[src/rtl/mont_mult_serial.sv]
`default_nettype none
// ============================================================================
// Module      : mont_mult_serial
// Description : Bit-serial Montgomery modular multiplier.
//               Computes result = A * B * 2^-WIDTH mod M. Operand A arrives
//               one bit per cycle, LSB first, from the shift register that
//               sits upstream. This block drives that register's load/shift
//               control. The latency is fixed and data-independent:
//               WIDTH RUN cycles followed by one FIN cycle.
//
// Ports       : clk        - system clock, rising-edge active
//               reset      - asynchronous reset, active low
//               start      - start request, only sampled in IDLE
//               a_bit      - current LSB of A (shift register shift_out)
//               b_in       - operand B, latched when start is accepted
//               m_in       - modulus M (odd), latched when start is accepted
//               load_shift - 0 = shift register loads A, 1 = shift right
//               busy       - high in RUN and FIN
//               done       - one-cycle pulse, result valid
//               result     - Montgomery product, held until the next done
//
// Revision    : 1.0 - initial release
// ============================================================================
module mont_mult_serial #(
   parameter int WIDTH = 32
) (
   input  logic             clk,
   input  logic             reset,
   input  logic             start,
   input  logic             a_bit,
   input  logic [WIDTH-1:0] b_in,
   input  logic [WIDTH-1:0] m_in,
   output logic             load_shift,
   output logic             busy,
   output logic             done,
   output logic [WIDTH-1:0] result
);

   localparam int                 c_CNT_W = $clog2(WIDTH) + 1;
   localparam logic [c_CNT_W-1:0] c_LAST  = c_CNT_W'(WIDTH - 1);

   typedef enum logic [1:0] {
      ST_IDLE = 2'd0,
      ST_RUN  = 2'd1,
      ST_FIN  = 2'd2
   } state_t;

   state_t             r_state;
   state_t             w_state_nxt;

   logic [WIDTH+1:0]   r_s;
   logic [c_CNT_W-1:0] r_cnt;
   logic [WIDTH-1:0]   r_b;
   logic [WIDTH-1:0]   r_m;
   logic               r_done;
   logic [WIDTH-1:0]   r_result;

   logic [WIDTH+1:0]   w_b_ext;
   logic [WIDTH+1:0]   w_m_ext;
   logic [WIDTH+1:0]   w_t;
   logic [WIDTH+1:0]   w_u;
   logic [WIDTH+1:0]   w_s_nxt;
   logic [WIDTH+1:0]   w_red;

   // ------------------------------------------------------------------------
   // State register
   // ------------------------------------------------------------------------
   always_ff @(posedge clk or negedge reset) begin
      if (!reset) begin
         r_state <= ST_IDLE;
      end else begin
         r_state <= w_state_nxt;
      end
   end

   // ------------------------------------------------------------------------
   // Next-state and state-decoded outputs
   // ------------------------------------------------------------------------
   always_comb begin
      w_state_nxt = r_state;
      load_shift  = 1'b0;
      busy        = 1'b0;
      case (r_state)
         ST_IDLE: begin
            if (start) begin
               w_state_nxt = ST_RUN;
            end
         end
         ST_RUN: begin
            load_shift = 1'b1;
            busy       = 1'b1;
            if (r_cnt == c_LAST) begin
               w_state_nxt = ST_FIN;
            end
         end
         ST_FIN: begin
            busy        = 1'b1;
            w_state_nxt = ST_IDLE;
         end
         default: begin
            w_state_nxt = ST_IDLE;
         end
      endcase
   end

   // ------------------------------------------------------------------------
   // Montgomery step. With S < 2M and B < M, T < 3M and T + M < 4M, so
   // WIDTH+2 bits never overflow. Adding M when T is odd makes the sum even,
   // so the right shift is an exact division by two mod M.
   // ------------------------------------------------------------------------
   assign w_b_ext = {2'b00, r_b};
   assign w_m_ext = {2'b00, r_m};
   assign w_t     = r_s + (a_bit ? w_b_ext : '0);
   assign w_u     = w_t + (w_t[0] ? w_m_ext : '0);
   assign w_s_nxt = w_u >> 1;

   // Final conditional subtract brings S from [0, 2M) into [0, M).
   assign w_red   = (r_s >= w_m_ext) ? (r_s - w_m_ext) : r_s;

   // ------------------------------------------------------------------------
   // Datapath registers
   // ------------------------------------------------------------------------
   always_ff @(posedge clk or negedge reset) begin
      if (!reset) begin
         r_s      <= '0;
         r_cnt    <= '0;
         r_b      <= '0;
         r_m      <= '0;
         r_done   <= 1'b0;
         r_result <= '0;
      end else begin
         r_done <= (r_state == ST_FIN);
         case (r_state)
            ST_IDLE: begin
               if (start) begin
                  r_b   <= b_in;
                  r_m   <= m_in;
                  r_s   <= '0;
                  r_cnt <= '0;
               end
            end
            ST_RUN: begin
               r_s   <= w_s_nxt;
               r_cnt <= r_cnt + 1'b1;
            end
            ST_FIN: begin
               r_result <= WIDTH'(w_red);
            end
            default: begin
               r_s <= r_s;
            end
         endcase
      end
   end

   assign done   = r_done;
   assign result = r_result;

endmodule
`default_nettype wire
[config.mk]
export PLATFORM = sky130hd
export DESIGN_NAME = mont_mult_serial
export DESIGN_NICKNAME = d
export VERILOG_FILES = /design/src/rtl/mont_mult_serial.sv
export SDC_FILE = /design/constraint.sdc
export NUM_CORES = 1
export LEC_CHECK = 0
export ABC_AREA = 1
export CORE_UTILIZATION = 35
export DETAILED_ROUTE_END_ITERATION = 8
export PLACE_DENSITY_LB_ADDON = 0.3
export SLEW_MARGIN = 20
export SYNTH_ARGS = -nofsm -noshare
export SYNTH_HDL_FRONTEND = slang
export SYNTH_SLANG_ARGS = --single-unit
[constraint.sdc]
create_clock -name clk -period 3.4 [get_ports clk]
set_input_delay 0.51 -clock clk [delete_from_list [all_inputs] [get_ports clk]]
set_output_delay 0.51 -clock clk [all_outputs]
set_load 0.02 [all_outputs]
# Word-level counts from Yosys, hierarchy flattened
# Index checks and enable logic that the tools add are counted.
# totals
input_bits	68
romBits	0
mem_count	0
latch_bits	0
ramBits	0
word_cells	35
ff_bits	139
out_inout_bits	35
# op_classes
multipliers	0
div_mod_pow	0
n_mux	12
bitwise_logic	0
eq_ne	5
magnitude_cmp	1
addsub	4
shift	0
n_reduce_logical	6
# op_table
operator	count
$mux 32	3
$add 34x32->34	2
$pmux 34 s2	1
$ge 34x32->1	1
$mux 34	1
$sub 32x32->32	1
$pmux 6 s2	1
$add 6x1->6 const B	1
$eq 6x5->1 const B	1
$mux 6	1
$reduce_and 2->1	3
$mux 2	2
$ne 2x2->1 const B	2
$pmux 2 s2	1
$eq 2x1->1 const B	1
$eq 2x2->1 const B	1
$logic_not 2->1	1
$mux 1	2
$reduce_bool 2->1	1
$reduce_or 2->1	1

# Longest topological paths before layout
# Gate-level depths: netlist (run 1).
# depth
word_depth	5
mapped_depth	27
depth_no_buf	26

# Worst setup path after synthesis (run 1)
# No wires, ideal clock.
# synth_path
path_kind	input-to-reg
start	input a_bit
end	register r_s[25]
setup_ns	0.133
setup_slack_ns	-0.434
path_buffers	1
required_ns	3.267
stages	25
arrival_ns	3.701
path_cell_list	clkbuf_1 > nand2_1 > inv_1 > ha_1 > inv_1 > fa_1 > inv_1 > nand2_1 > nand2_1 > nand4_1 > nand3_1 > a21o_1 > a21oi_1 > o21ai_0 > xor2_1 > ha_1 > nand2_1 > nor4_1 > nand3_1 > nand3_1 > nand2_1 > nand2_1 > nand2_1 > nand2_1 > o22ai_1
# synth_between
elab_chain_len	5
# synth_rtl
element	line_no	source
from (decl)	30	input logic a_bit,
$mux 32 *	113	assign w_t = r_s + (a_bit ? w_b_ext : '0);
$add 34x32->34 *	113	
$mux 32	114	assign w_u = w_t + (w_t[0] ? w_m_ext : '0);
$add 34x32->34 *	114	
$pmux 34 s2 *	133	case (r_state)
to (signal assigned)	143	r_s <= w_s_nxt;
to (signal assigned)	150	r_s <= r_s;
to (decl)	51	logic [WIDTH+1:0] r_s;
# Every way passes the cells marked *; elsewhere a longest branch is shown, timed or not.
# A chain may end at the register's enable or synchronous reset.

# Final worst setup path (run 1)
# layout_path
start	register r_s[14]
end	register r_s[25]
# layout_between
elab_chain_len	3
# layout_rtl
element	line_no
$add 34x32->34	113
$add 34x32->34	114
$pmux 34 s2	133
# Every way passes these cells.

==> results.sh, run 1 <==
export IMPL_status="finished with violations"
export IMPL_failed_checks="negative setup slack"
export IMPL_finalHoldViolCount=0
export IMPL_min_period_ps=3460
export IMPL_power_w=0.02129
export IMPL_fmax_mhz=289.0
export IMPL_final_util_pct=51.96
export IMPL_cp_slowest_stage_delay_ps=470
export IMPL_clk_pin_slew_ps=70
export IMPL_grt_pass1_wl_um=63940
export IMPL_clock_latency_ps=450
export IMPL_synth_ff_type="dfrtp_1"
export IMPL_die_w_um=186.1
export IMPL_start_kind="flip-flop"
export IMPL_drt_pass1_iterations=5
export IMPL_worst_slew_pin_slew_ps=1019
export IMPL_core_area_sq_um=33450
export IMPL_ys_types=45
export IMPL_irDropWorstVdd_uv=679.8
export IMPL_fin_tns_setup_ps=-162.0
export IMPL_syn_to_final_growth_pct=46.58
export IMPL_p_leak_nw=8.906
export IMPL_viasPerCell=4.998
export IMPL_crit_path_frequent_cell="nand2_1"
export IMPL_maxCapViolCount=0
export IMPL_timing_final_ws_setup_ps=-60.13
export IMPL_rsz0062_at_grt="yes"
export IMPL_grt_max_degree=77
export IMPL_rows=67
export IMPL_yosysSeqAreaShare_pct=29.12
export IMPL_ys_warnings_count=0
export IMPL_min_path_type="in -> async"
export IMPL_drc=0
export IMPL_initial_core_util_pct=35.45
export IMPL_relSlewSlack_pct=31.83
export IMPL_numPortBuffers=102
export IMPL_cts_max_level=4
export IMPL_die_area_sq_um=34620
export IMPL_postCtsHoldBufs=0
export IMPL_slowest_stage="dfrtp_1"
export IMPL_syn_area_per_cell_sq_um=6.780
export IMPL_critPathKind="reg -> reg"
export IMPL_crit_chain="ha_4, buf_4, a21o_1, buf_4, nand3_1, nand2_1, nor2_2, nand3_2, a21oi_2, xnor2_2, ha_4, nand2_4, nor4_4, nand3_2, nand3_2, nand2_1, nand2_1, nand2_1, nand2_1, o22ai_1"
export IMPL_required_ps=3700
export IMPL_stdcell_count=2544
export IMPL_gp_congestion=1.021
export IMPL_finalSetupViolations=7
export IMPL_ys_ff_latch=138
export IMPL_dp_cells=2479
export IMPL_p_per_area_nw_per_um2=1225
export IMPL_syn_area_sq_um=11860
export IMPL_netlist_instances=1749
export IMPL_grt_pass1_vias=12390
export IMPL_dieHeight_um=186.1
export IMPL_ant_nets=0
export IMPL_endpoint_kind="flip-flop"
export IMPL_syn_nets=1919
export IMPL_ioPinCount=103
export IMPL_antenna_found_initial=0
export IMPL_skew_ps=15.10
export IMPL_via_count=12720
export IMPL_n_antenna_cell=0
export IMPL_initialDrtViolationCount=839
export IMPL_wl_per_cell_um=16.57
export IMPL_overflow=0
export IMPL_cp_max_fo=4
export IMPL_cts_tree="done"
export IMPL_finalCritPeriodShare_pct=101.8
export IMPL_cts_root_buf="clkbuf_16"
export IMPL_nets=2254
export IMPL_clkSinkCount=138
export IMPL_synth_edff_count=0
export IMPL_clockBufferDepth=2
export IMPL_slew_viol_final=0
export IMPL_drive_above_1_share_pct=27.19
export IMPL_dp_hpwl_um=32380
export IMPL_async_flop_share_pct=100.0
export IMPL_cp_data_arrival_time_ps=3760
export IMPL_wirelength_um=42160
export IMPL_cts_made_buffers=17
export IMPL_track_usage_pct=24.34
per-stage QoR:
stage | hold slack [ps] | setup slack (ps) | cell area [sq um]
2_1_floorplan | 214.4 | -4.962 | 11930
3_3_place_gp | 463.0 | -1383 | 15040
3_5_place_dp | 464.3 | -1399 | 15040
4_1_cts | 123.9 | -63.29 | 16290
5_1_grt | 145.4 | -271.7 | 17380
6_report | 102.6 | -60.13 | 17380
critical path: cells and delay by family, from the launching register on:
kind,cells,cell delay [ps]
buffers and inverters,2,270
DFF,1,470
and+or+nand+nor,12,1380
adders and majority gates,2,600
AOI/OAI and AO/OA,3,470
xor gates and xnor gates,1,120
report_power, final:
| part | total [W] | switching (W) | internal, W |
|---|---|---|---|
| Sequential | 0.00298 | 0.000612 | 0.00236 |
| Clock | 0.00193 | 0.000832 | 0.00109 |
| Combinational | 0.0164 | 0.00907 | 0.00732 |
| Total | 0.0213 | 0.0105 | 0.0108 |
registers in the layout, indices dropped and copies added (netlist names):
name and cells:
done 1, r_s 33, r_state 2, result 32, r_b 32, r_cnt 6
r_m 32
Yosys cell counts (all sizes together), types with 6 or more instances:
master	instances	share of area (%)
a21boi	6	0.41
a21o	19	1.2
a21oi	159	6.7
a31oi	7	0.42
buf	18	0.83
clkbuf	21	0.66
dfrtp	138	29
ha	99	10
inv	265	8.4
mux2	33	3.1
nand2	467	15
nand3	107	4.6
nand3b	10	0.63
nand4	8	0.42
nor2	167	5.3
nor3	15	0.63
nor4	7	0.50
o21ai	95	4.2
o21bai	19	1.2
o22ai	17	0.90
xnor2	19	1.4
xor2	30	2.2
what timing repair did:
item	4_1_cts	5_1_grt
setup endpoints to repair	24	23
buffers inserted	14	20
cloned	1	0
pin swaps	53	84
gates resized for setup	116	209
worst paths after layout:
kind / from / endpoint / slack, ps / depth (start not counted)
worst max register to register: r_s[14] / r_s[25] / -60 / 20
max in group asynchronous: reset / r_m[23] / 2470 / 2
worst max-delay path: r_s[14] / r_s[25] / -60 / 20
worst min register to register: result[19] / result[19] / 480 / 2
min in group clk: result[19] / result[19] / 480 / 2
worst min-delay path: reset / r_b[0] / 100 / 1
per-layer routing:
metal / up-vias / GRT usage, % / part of all wire, %
met5: - / 0 / 0
met4: 0 / 7.967 / 2.6
li1: 6341 / - / -
met3: 61 / 3.796 / 4.5
met1: 5976 / 32.81 / 47
met2: 338 / 39.54 / 45
logic make-up after synthesis:
| logic type | synth area share, % |
|---|---|
| XOR/XNOR | 3.619 |
| AND/OR/NAND/NOR | 27.61 |
| multiplexers | 3.134 |
| buffers and inverters | 9.887 |
| adder cells (fa/ha/maj) | 10.95 |
| flip-flops | 29.12 |
| AO/OA/AOI/OAI | 15.67 |
cell usage in the layout (no fill, tap or decap), drive strengths merged, types with 2 or more instances in the layout:
master,count
nor2,167
o21a,4
nand4,8
clkdlybuf4s50,100
a31oi,7
ha,99
fa,3
inv,270
nand3,107
buf,255
and3,4
nand2,467
xor2,30
o211ai,2
and2,3
a21o,19
clkinvlp,5
o21bai,19
nand3b,10
o21ai,95
mux2,33
o22ai,17
nor3b,3
dfrtp,138
bufinv,2
nor4,7
clkbuf,17
nor3,15
xnor2,19
clkinv,2
a21oi,159
a21boi,6
final cells by class:
cell class	instances	area, sq um
timing repair buffer	355	3075
fill	3090	16070
inverter	265	994.7
tap	448	560.5
clock buffer	17	425.4
multi-input combinational	1307	8707
sequential	138	3453
clock inverter	14	163.9
(Power assumes the default switching activity.)
==> run 2: changes to the inputs <==
--- a/config.mk
+++ b/config.mk
@@ -9,6 +9,7 @@
 export CORE_UTILIZATION = 35
 export DETAILED_ROUTE_END_ITERATION = 8
 export PLACE_DENSITY_LB_ADDON = 0.3
+export SETUP_SLACK_MARGIN = 0.4
 export SLEW_MARGIN = 20
 export SYNTH_ARGS = -nofsm -noshare
 export SYNTH_HDL_FRONTEND = slang
==> run 2 against run 1 <==
Net effect: the flow still finishes with violations (negative setup slack); power is 3.2% lower; worst hold slack worse by 45 ps; die area stayed put; register-to-register slack worse by 40 ps; routed wire length is 0.16% higher; worst setup slack worse by 36 ps; clock skew is 1.7 ps higher; clock power hardly changed; final area is 1.3% lower; non-clock buffer count is 2 lower; cell count hardly changed; largest cell class unchanged.
==> results.sh, run 2 (synthesis results as in run 1) <==
export IMPL_postPlaceCellArea_sq_um=15260
export IMPL_clock_latency_ps=450
export IMPL_skew_ps=16.76
export IMPL_drc=0
export IMPL_n_antenna_cell=0
export IMPL_postCtsHoldBufs=0
export IMPL_rsz0062_at_grt="yes"
export IMPL_numPortBuffers=102
export IMPL_p_per_area_nw_per_um2=1201
export IMPL_cts_max_level=4
export IMPL_sequentialPowerShare_pct=14.5
export IMPL_clk_pin_slew_ps=70
export IMPL_wl_per_cell_um=16.60
export IMPL_cp_max_fo=4
export IMPL_syn_to_final_growth_pct=44.70
export IMPL_track_usage_pct=24.90
export IMPL_start_kind="flip-flop"
export IMPL_ant_nets=0
export IMPL_rows=67
export IMPL_grt_pass1_vias=12360
export IMPL_via_count=12630
export IMPL_cp_data_arrival_time_ps=3820
export IMPL_min_period_ps=3496
export IMPL_clkSinkCount=138
export IMPL_viasPerCell=4.965
export IMPL_p_sw_share_pct=49.74
export IMPL_wl_met1_um=20380
export IMPL_maxCapViolCount=0
export IMPL_stdcell_count=2543
export IMPL_antenna_found_initial=0
export IMPL_endpoint_kind="flip-flop"
export IMPL_p_leak_nw=8.877
export IMPL_fmax_mhz=286.1
export IMPL_dp_hpwl_um=33470
export IMPL_die_area_sq_um=34620
export IMPL_switchingPower_w=0.01025
export IMPL_dp_cells=2468
export IMPL_drt_pass1_iterations=6
export IMPL_fin_area_sq_um=17160
export IMPL_dr_wl_met2_um=19510
export IMPL_slew_viol_final=0
export IMPL_place_ws_ps=-1138
export IMPL_clockBufferDepth=2
export IMPL_drive_above_1_share_pct=27.11
export IMPL_worst_slew_pin_slew_ps=1027
export IMPL_grt_pass1_wl_um=65400
export IMPL_combPwrFrac_pct=76.0
export IMPL_r2r_slack_ps=-100
export IMPL_mostFrequentLayoutCells="nand2_1, inv_1, buf_4, dfrtp_1, nor2_1"
export IMPL_required_ps=3720
export IMPL_dieHeight_um=186.1
export IMPL_cts_root_buf="clkbuf_16"
export IMPL_ioPinCount=103
export IMPL_routed_top_layer="met4"
export IMPL_critPathKind="reg -> reg"
export IMPL_largest_register="r_s"
export IMPL_largest_reg_flops=33
export IMPL_initialDrtViolationCount=708
export IMPL_timing_final_ws_setup_ps=-95.68
export IMPL_gp_congestion=0.9642
export IMPL_wirelength_um=42220
export IMPL_layout_commonest_cell="nand2_1"
export IMPL_pwr_share_clk_pct=9.5
export IMPL_p_int_w=0.01036
export IMPL_core_area_sq_um=33450
export IMPL_nets=2252
export IMPL_overflow=0
export IMPL_grt_max_degree=97
export IMPL_cts_made_buffers=17
export IMPL_status="finished with violations"
export IMPL_irDropWorstVdd_uv=632.3
export IMPL_min_path_type="in -> async"
export IMPL_finalSetupViolations=9
export IMPL_initial_core_util_pct=35.45
export IMPL_die_w_um=186.1
export IMPL_finalHoldViolCount=0
export IMPL_failed_checks="negative setup slack"
export IMPL_cts_tree="done"
export IMPL_finalCritPeriodShare_pct=102.8
export IMPL_relSlewSlack_pct=31.12
export IMPL_wl_met3_um=1645
==> run 2: cell count changes in the layout (fill, tap and decap cells not counted), sizes merged <==
cell,change
buf,-2
clkbuf,+2
clkinv,+3
clkinvlp,-4
==> run 2: through the flow <==
step	total power (W)	util, %	setup TNS [ps]	hold WS, ps
6_report	0.02061	51.30	-393.9	58.04
5_1_grt	0.02218	51.30	-3740	101.1
4_1_cts	0.01920	49.38	-523.6	67.78
3_5_place_dp	0.01611	45.63	-20800	465.6
3_3_place_gp	0.01601	45.63	-20020	461.7
2_1_floorplan	0.01083	-	0	214.4
==> run 2: power groups by stage <==
stage	sequential [W]	combinational (W)	clock, W
finish	0.00299	0.0157	0.00195
global route	0.00306	0.0171	0.00205
CTS	0.00297	0.0142	0.00199
detailed placement	0.00299	0.0131	0
global placement	0.00297	0.0130	0
floorplan	0.00292	0.00790	0
==> run 2: path summary, 6_finish.rpt <==
path                       startpoint          to  cells after the start
min reg2reg                result[25]  result[25]                      2
max                            r_s[5]     r_s[25]                     21
max in group asynchronous       reset     r_b[10]                      2
min                             reset     r_s[16]                      1
max reg2reg                    r_s[5]     r_s[25]                     21
min in group clk           result[25]  result[25]                      2
==> run 2: cell type report <==
cell class                 instances  area [sq um]
clock buffer                      19         442.9
tap                              448         560.5
inverter                         265         997.2
sequential                       138          3456
multi-input combinational       1307          8507
fill                            3227         16290
timing repair buffer             353          3037
clock inverter                    13         157.7
==> run 2: metal layers <==
layer | up-vias | GRT usage [%]
met4 | 0 | 5.869
li1 | 6355 | -
met3 | 45 | 3.033
met2 | 333 | 40.90
met1 | 5892 | 34.55
met5 | - | 0
==> run 2: repair_timing <==
item                       4_1_cts  5_1_grt
gates resized for setup        119      128
setup endpoints to repair       29       60
buffers inserted                21       21
pin swaps                       64       82
cloned                           1        0
==> run 2: critical path, stage by stage, from the launching register on <==
cell     delay, ps
dfrtp_1        470
ha_4           320
nand2_4         60
nor2_4         110
inv_2           60
nor4_4         270
buf_4          170
nand2_4         50
nand3_4         90
a21oi_2         70
xnor2_1        150
ha_1           380
nand2_2        120
buf_12         140
nor4_4         330
nand3_1        130
nand3_2        150
nand2_2         70
nand2_2         60
nand2_1         50
nand2_1         50
o22ai_1         60
